### src/rtl/round_sequencer.sv
// round_sequencer: play-mode sequencer for the binary game.
// Each round it loads an LFSR target, counts the round timer down, scores
// the player's Submit, and tracks the best score since reset.
module round_sequencer #(
    parameter int           NUM_ROUNDS = 10,
    parameter int           TICK_DIV   = 100000000,
    parameter int           ROUND_TIME = 9,
    parameter logic [7:0]   LFSR_SEED  = 8'hA5
) (
    input  logic       Clk,
    input  logic       Reset,
    input  logic       CEN,
    input  logic       Start,
    input  logic       Submit,
    input  logic       Quit,
    input  logic [7:0] userNumber,
    output logic [7:0] targetNumber,
    output logic [3:0] timeLeft,
    output logic [3:0] roundCount,
    output logic [7:0] score,
    output logic [7:0] highScore,
    output logic       lastHit,
    output logic       q_Idle,
    output logic       q_Load,
    output logic       q_Wait,
    output logic       q_Check,
    output logic       q_Done
);
    localparam int         TW        = (TICK_DIV > 1) ? $clog2(TICK_DIV) : 1;
    localparam logic [TW-1:0] TICK_LAST = TW'(TICK_DIV - 1);
    localparam logic [3:0] RT        = 4'(ROUND_TIME);
    localparam logic [3:0] NR        = 4'(NUM_ROUNDS);

    typedef enum logic [2:0] {IDLE, LOAD, WAIT, CHECK, DONE} state_t;
    state_t state, state_nx;

    logic [7:0]    lfsr;
    logic [TW-1:0] tick;
    logic          hit;

    // Qualified button events; quit outranks submit, submit outranks start.
    logic st, sb, qt, go;
    assign st = CEN & Start;
    assign sb = CEN & Submit;
    assign qt = CEN & Quit;
    assign go = st & ~sb & ~qt;

    logic       wrap, timeout;
    logic [3:0] rc_nx;
    logic [8:0] sum;
    logic [7:0] sum_sat;
    assign wrap    = (tick == TICK_LAST);
    assign timeout = wrap && (timeLeft == 4'd0);
    assign rc_nx   = roundCount + 4'd1;
    assign sum     = {1'b0, score} + {5'b0, timeLeft} + 9'd1;
    assign sum_sat = sum[8] ? 8'hFF : sum[7:0];

    // Free-running Fibonacci LFSR, taps x^8+x^6+x^5+x^4+1; non-zero seed keeps it off 0.
    always_ff @(posedge Clk or negedge Reset) begin
        if (!Reset) lfsr <= LFSR_SEED;
        else        lfsr <= {lfsr[6:0], lfsr[7] ^ lfsr[5] ^ lfsr[4] ^ lfsr[3]};
    end

    // State register.
    always_ff @(posedge Clk or negedge Reset) begin
        if (!Reset) state <= IDLE;
        else        state <= state_nx;
    end

    // Next-state decode.
    always_comb begin
        state_nx = state;
        case (state)
            IDLE:    if (go) state_nx = LOAD;
            LOAD:    state_nx = qt ? IDLE : WAIT;
            WAIT: begin
                if (qt)                 state_nx = IDLE;
                else if (sb || timeout) state_nx = CHECK;
            end
            CHECK:   state_nx = (rc_nx == NR) ? DONE : LOAD;
            DONE: begin
                if (qt)      state_nx = IDLE;
                else if (go) state_nx = LOAD;
            end
            default: state_nx = IDLE;
        endcase
    end

    // Round datapath: target load, timer, hit capture, scoring and high score.
    always_ff @(posedge Clk or negedge Reset) begin
        if (!Reset) begin
            targetNumber <= 8'd0;
            timeLeft     <= 4'd0;
            roundCount   <= 4'd0;
            score        <= 8'd0;
            highScore    <= 8'd0;
            lastHit      <= 1'b0;
            hit          <= 1'b0;
            tick         <= '0;
        end else begin
            case (state)
                IDLE: if (go) begin
                    score      <= 8'd0;
                    roundCount <= 4'd0;
                    lastHit    <= 1'b0;
                end
                LOAD: begin
                    targetNumber <= lfsr;
                    timeLeft     <= RT;
                    tick         <= '0;
                end
                WAIT: if (!qt) begin
                    tick <= wrap ? '0 : tick + 1'b1;
                    // A submit on the timeout edge still gets compared.
                    if (sb)                       hit <= (userNumber == targetNumber);
                    else if (timeout)             hit <= 1'b0;
                    else if (wrap)                timeLeft <= timeLeft - 4'd1;
                end
                CHECK: begin
                    if (hit) score <= sum_sat;
                    lastHit    <= hit;
                    roundCount <= rc_nx;
                end
                DONE: begin
                    // Score is frozen in DONE, so this resolves on the first DONE edge.
                    if (score > highScore) highScore <= score;
                    if (!qt && go) begin
                        score      <= 8'd0;
                        roundCount <= 4'd0;
                        lastHit    <= 1'b0;
                    end
                end
                default: ;
            endcase
        end
    end

    assign q_Idle  = (state == IDLE);
    assign q_Load  = (state == LOAD);
    assign q_Wait  = (state == WAIT);
    assign q_Check = (state == CHECK);
    assign q_Done  = (state == DONE);
endmodule

### config.mk
export PLATFORM = sky130hd
export DESIGN_NAME = round_sequencer
export DESIGN_NICKNAME = d
export VERILOG_FILES = /design/src/rtl/round_sequencer.sv
export SDC_FILE = /design/constraint.sdc
export NUM_CORES = 1
export LEC_CHECK = 0
export ABC_CLOCK_PERIOD_IN_PS = 2130
export CORE_UTILIZATION = 30
export CTS_CLUSTER_SIZE = 24
export DETAILED_ROUTE_END_ITERATION = 8
export GPL_TIMING_DRIVEN = 0
export MAX_ROUTING_LAYER = met4
export PLACE_DENSITY = 0.59
export SYNTH_ARGS = -nofsm -noshare
export SYNTH_HDL_FRONTEND = slang
export SYNTH_SLANG_ARGS = --single-unit
### constraint.sdc
create_clock -name Clk -period 2.13 [get_ports Clk]
set_input_delay 0.426 -clock Clk [delete_from_list [all_inputs] [get_ports Clk]]
set_output_delay 0.426 -clock Clk [all_outputs]
set_load 0.02 [all_outputs]
# == Yosys cells after proc, flatten, opt, wreduce, memory -nomap -nowiden ==
# Cells that the tools add are included.
# op_classes
n_lt_le_gt_ge,1
eq_ne,15
addsub,5
muxes,28
bitwise,10
reduce_logical,15
# ops
cell,count
27-bit 2-to-1 mux,2
27-bit case mux with 2 select lines,1
8-bit 2-to-1 mux,4
"27-bit by 1-bit adder with 27-bit output, second input constant",1
"27-bit == test, second input constant",1
4-bit 2-to-1 mux,6
8-bit case mux with 3 select lines,1
3-bit 2-to-1 mux,5
3-bit case mux with 5 select lines,1
4-bit case mux with 3 select lines,1
8-bit by 4-bit adder with 9-bit output,1
"9-bit by 1-bit adder with 9-bit output, second input constant",1
8-bit == test,1
8-bit greater-than comparator,1
"2-bit by 1-bit != test with 1-bit output, second input constant",4
4-bit case mux with 2 select lines,1
"3-bit by 2-bit == test with 1-bit output, second input constant",2
"2-bit != test, second input constant",3
3-bit AND reduction,2
1-bit AND,5
5-bit AND reduction,1
"4-bit by 1-bit adder with 4-bit output, second input constant",1
"4-bit == test, second input constant",1
4-bit logical NOT,1
other kinds (17),26
# word_totals
input_bits,14
elab_cells,84
register_bits,72

# == Longest topological paths before layout ==
# depth
ltp_word,7
depth_mapped,9

# == Worst setup path before layout ==
# No wires, ideal clock.
# synth_timing
kind,register -> register
startpoint,reg score[7]
endpoint,reg highScore[0]
path_slack_ns,0.039
t_required_ns,2.005
path_buffers,1
period_less_slack_ns,2.091
arrival_ns,1.967
stages_incl_launch_ff,8
cell_sequence,dfrtp_1 > ha_1 > a21oi_1 > o21ai_0 > nor3_1 > or3_1 > clkbuf_1 > mux2_2
# synth_via
elab_chain_len,2
# synth_lines
item,line_no,source
from (decl),20,"output logic [7:0] score,"
from (signal assigned),120,if (hit) score <= sum_sat;
8-bit greater-than comparator,126,if (score > highScore) highScore <= score;
2-bit AND reduction (no line),--,
to (signal assigned),126,
to (decl),21,"output logic [7:0] highScore,"
# Every way passes these cells.
# A chain may end at the register's enable or synchronous reset.

# == Worst setup path in the final report ==
# layout_timing
startpoint,in CEN
endpoint,reg tick[21]
# layout_via
elab_chain_len,3
# layout_lines
item,line_no,source
from (decl),12,"input logic CEN,"
1-bit AND,45,assign qt = CEN & Quit;
2-bit != test (no line),--,
2-bit AND reduction (no line),--,
to (signal assigned),113,tick <= wrap ? '0 : tick + 1'b1;
to (decl),38,logic [TW-1:0] tick;
# Every way passes these cells.

==> impl_metrics.json <==
{
  "status": "finished, final reports clean",
  "synth_cell_types": 55,
  "reg2reg_from": "state[0]",
  "cp-start-kind": "input pin",
  "cellInternalPower_uw": 2730,
  "gr-total-overflow": 0,
  "clock_sinks": 72,
  "cpPeakStageDelay_ps": 450,
  "core_um2": 12800,
  "grt_max_degree": 61,
  "synth_area_leaders": "dfrtp_1 43%, ha_1 5.0%, mux2_2 4.5%",
  "drive_gt1_frac": 0.193,
  "chipHeight_um": 117,
  "synth_edf_count": 0,
  "combPwrFrac": 0.163,
  "switching_share": 0.280,
  "fin_skew_ps": 8.57,
  "worstPathRequired_ps": 2340,
  "syn-num-nets": 432,
  "grt_pass1_vias": 3193,
  "p_clk_frac": 0.427,
  "yosysWarnings": 0,
  "die-width_um": 117,
  "hp-class": "reg -> reg",
  "path_class": "in -> reg",
  "placementRows": 41,
  "worstPathArrival_ps": 2280,
  "root_buffer": "clkbuf_16",
  "antenna_left": 0,
  "place_congestion": 0.820,
  "area_delta_synth_final_pct": 30.8,
  "yosysSeqAreaShare": 0.456,
  "worstSkewPairLatency_ps": 340,
  "max_cap_viol_count": 0,
  "async_flop_share": 1.00,
  "grtUsageMet3": 0.0448,
  "critPathLaunch": "CEN",
  "period_share": 0.976,
  "numCtsBuffers": 9,
  "power.switching_uw": 1060,
  "gr-usage-all-layers": 0.153,
  "fin_ws_ps": 51.4,
  "endpoint": "tick[21]",
  "netlist_area_um2": 3970,
  "drt-pass1-iter-count": 4,
  "critPathSlowestCell": "clkdlybuf4s50_1",
  "utilization": 0.406,
  "power.leakage_uw": 0.00225,
  "setup_violations": 0,
  "end_kind": "flip-flop",
  "r2r_setup_slack_ps": 90,
  "grt_antenna_before_repair": 0,
  "vias": 3278,
  "ios": 52,
  "p_seq_frac": 0.410,
  "ff2ff_path_depth": 6,
  "drt_iter0_drc": 159,
  "portBuffers": 51,
  "power_density_nw_per_um2": 731,
  "relSlewSlack": 0.691,
  "netlist.area_leader.share": 0.429,
  "final_max_slew_viol_count": 0,
  "vdd_drop_max_mv": 0.384,
  "drc": 0,
  "tns_ps": 0,
  "viasPerCell": 5.09,
  "tightest_slew_ps": 461,
  "grt_pass1_wl_mm": 15.6,
  "dieArea_um2": 13700,
  "clkSlewWorstSetupHoldPaths_ps": 60,
  "period_needed_ps": 2080,
  "hpwl_mm": 6.69,
  "avgSynthCellArea_um2": 9.89,
  "cts_tree": "done",
  "final_nets": 498,
  "preCtsSetupSlack_ps": -579,
  "initial_core_util": 0.310,
  "grt_busiest_layer": "met2",
  "fmax_mhz": 481,
  "hold_ws_ps": 379,
  "hold_viol_final": 0,
  "synthFlopType": "dfrtp_1",
  "routedWlPerCell_um": 14.4,
  "htree_levels": 3,
  "synth_seq_cells": 72,
  "postRouteWirelength_mm": 9.30,
  "grt_util_met1": 0.200,
  "postSynthCellCount": 401,
  "clockBufferDepth": 2,
  "met2_usage": 0.228,
  "diodes": 0,
  "yosys.area.top_type": "dfrtp_1",
  "cp_cell_sequence": "clkdlybuf4s50_1 -> and2_4 -> o21a_2 -> buf_4 -> or3_4 -> o31ai_2 -> a21oi_1",
  "r2r-end": "tick[21]",
  "cp_max_fo": 10
}
-- routing by layer --
layer | part of all wire | up-vias
met5 | 0 | -
met3 | 0.053 | 24
met2 | 0.45 | 95
met1 | 0.47 | 1580
li1 | - | 1579
met4 | 0.020 | 0
-- through the flow --
stage | instance area, um^2 | std cells | power, uW
after floorplan | 3970 | 401 | 1880
after global placement | 4690 | 624 | 2130
after detailed placement | 4720 | 625 | 2160
after CTS | 5100 | 640 | 3810
after global routing | 5190 | 644 | 3970
final | 5190 | 644 | 3790
-- logic make-up (layout without fill, tap and decap cells) --
| family | after synthesis | count (layout) | synth area share |
|---|---|---|---|
| AO/OA/AOI/OAI | 73 | 73 | 0.115 |
| XOR/XNOR | 25 | 25 | 0.0552 |
| adder cells (fa/ha/maj) | 17 | 17 | 0.0555 |
| buffers and inverters | 40 | 111 | 0.0391 |
| flip-flops | 72 | 72 | 0.456 |
| multiplexers | 21 | 21 | 0.0581 |
| AND/OR/NAND/NOR | 153 | 153 | 0.221 |
-- worst min-delay path by stage --
stage	endpoint	cells after the start	startpoint	slack, ps
finish	lfsr[7]	0	lfsr[6]	380
global route	lfsr[7]	0	lfsr[6]	380
CTS	lfsr[7]	0	lfsr[6]	380
detailed placement	tick[16]	1	Reset	300
global placement	lfsr[7]	0	lfsr[6]	360
floorplan	highScore[0]	0	Reset	130
-- final cells by class --
type                    instances  area [um^2]
fillers                      1257         7590
multi-input cells             289         2110
flip-flops and latches         72         1810
repair buffers                 58          577
clock buffers                   9          225
well taps                     172          215
clock inverters                 7         95.1
inverters                      24         92.6
plain buffers                  13         65.1
-- worst max-delay path: cells and delay by family --
family,cells,cell delay [ps]
and+or+nand+nor,2,590
AOI/OAI and AO/OA,3,630
buffers and inverters,2,630
-- Yosys cell counts, types with 2 or more instances --
cell type   n
dfrtp_1    68
nand2_1    29
a21oi_1    28
inv_1      23
nor2_1     23
xnor2_1    19
nand3_1    18
o21ai_0    17
ha_1       16
mux2_2     16
nand4_1    13
clkbuf_1   12
nor4_1      9
nor3_1      7
or3_1       7
and4_1      6
nand2b_1    6
xor2_1      6
mux2i_1     5
nor2b_1     5
o21a_1      5
a31o_2      4
and3_1      4
dfstp_2     4
o211a_1     4
and2_1      3
buf_2       3
nand3b_1    3
nand4b_1    3
nor4b_1     2
nor4bb_1    2
o22ai_1     2
o311ai_0    2
o31ai_1     2
or2_2       2
or3b_2      2
or4_1       2
or4b_1      2
-- sequential cells by signal (all words and copies together) (netlist names) --
signal        flops
highScore         8
hit               1
lastHit           1
lfsr              8
roundCount        4
score             8
state             3
targetNumber      8
tick             27
timeLeft          4
-- placed cells by master (no fill, tap or decap), drive strengths merged, types with 4 or more instances in the layout --
cell,count
inv,25
and4,6
mux2,16
o21ai,18
or3,7
nand3,18
nand2b,6
clkdlybuf4s50,45
xor2,6
nor3,7
nor2,23
a21oi,29
dfrtp,68
buf,13
o211a,4
and3,4
a31o,4
nand4,14
ha,16
xnor2,19
mux2i,5
dfstp,4
nand2,29
nor4,10
o21a,5
clkbuf,17
nor2b,5
-- timing repair --
action,CTS,global route
gates resized for setup,27,31
endpoints found under the hold margin,12,0
gates cloned,0,0
setup endpoints to repair,47,44
hold buffers,1,0
pin swaps,1,2
buffers inserted,1,4
-- power by group through the flow --
stage	combinational (uW)	sequential, uW	clock (uW)
floorplan	292	1590	0
global placement	569	1560	0
detailed placement	593	1570	0
CTS	610	1550	1650
global route	684	1570	1720
finish	618	1550	1620
Note: power is estimated with default switching activity, not from simulation.
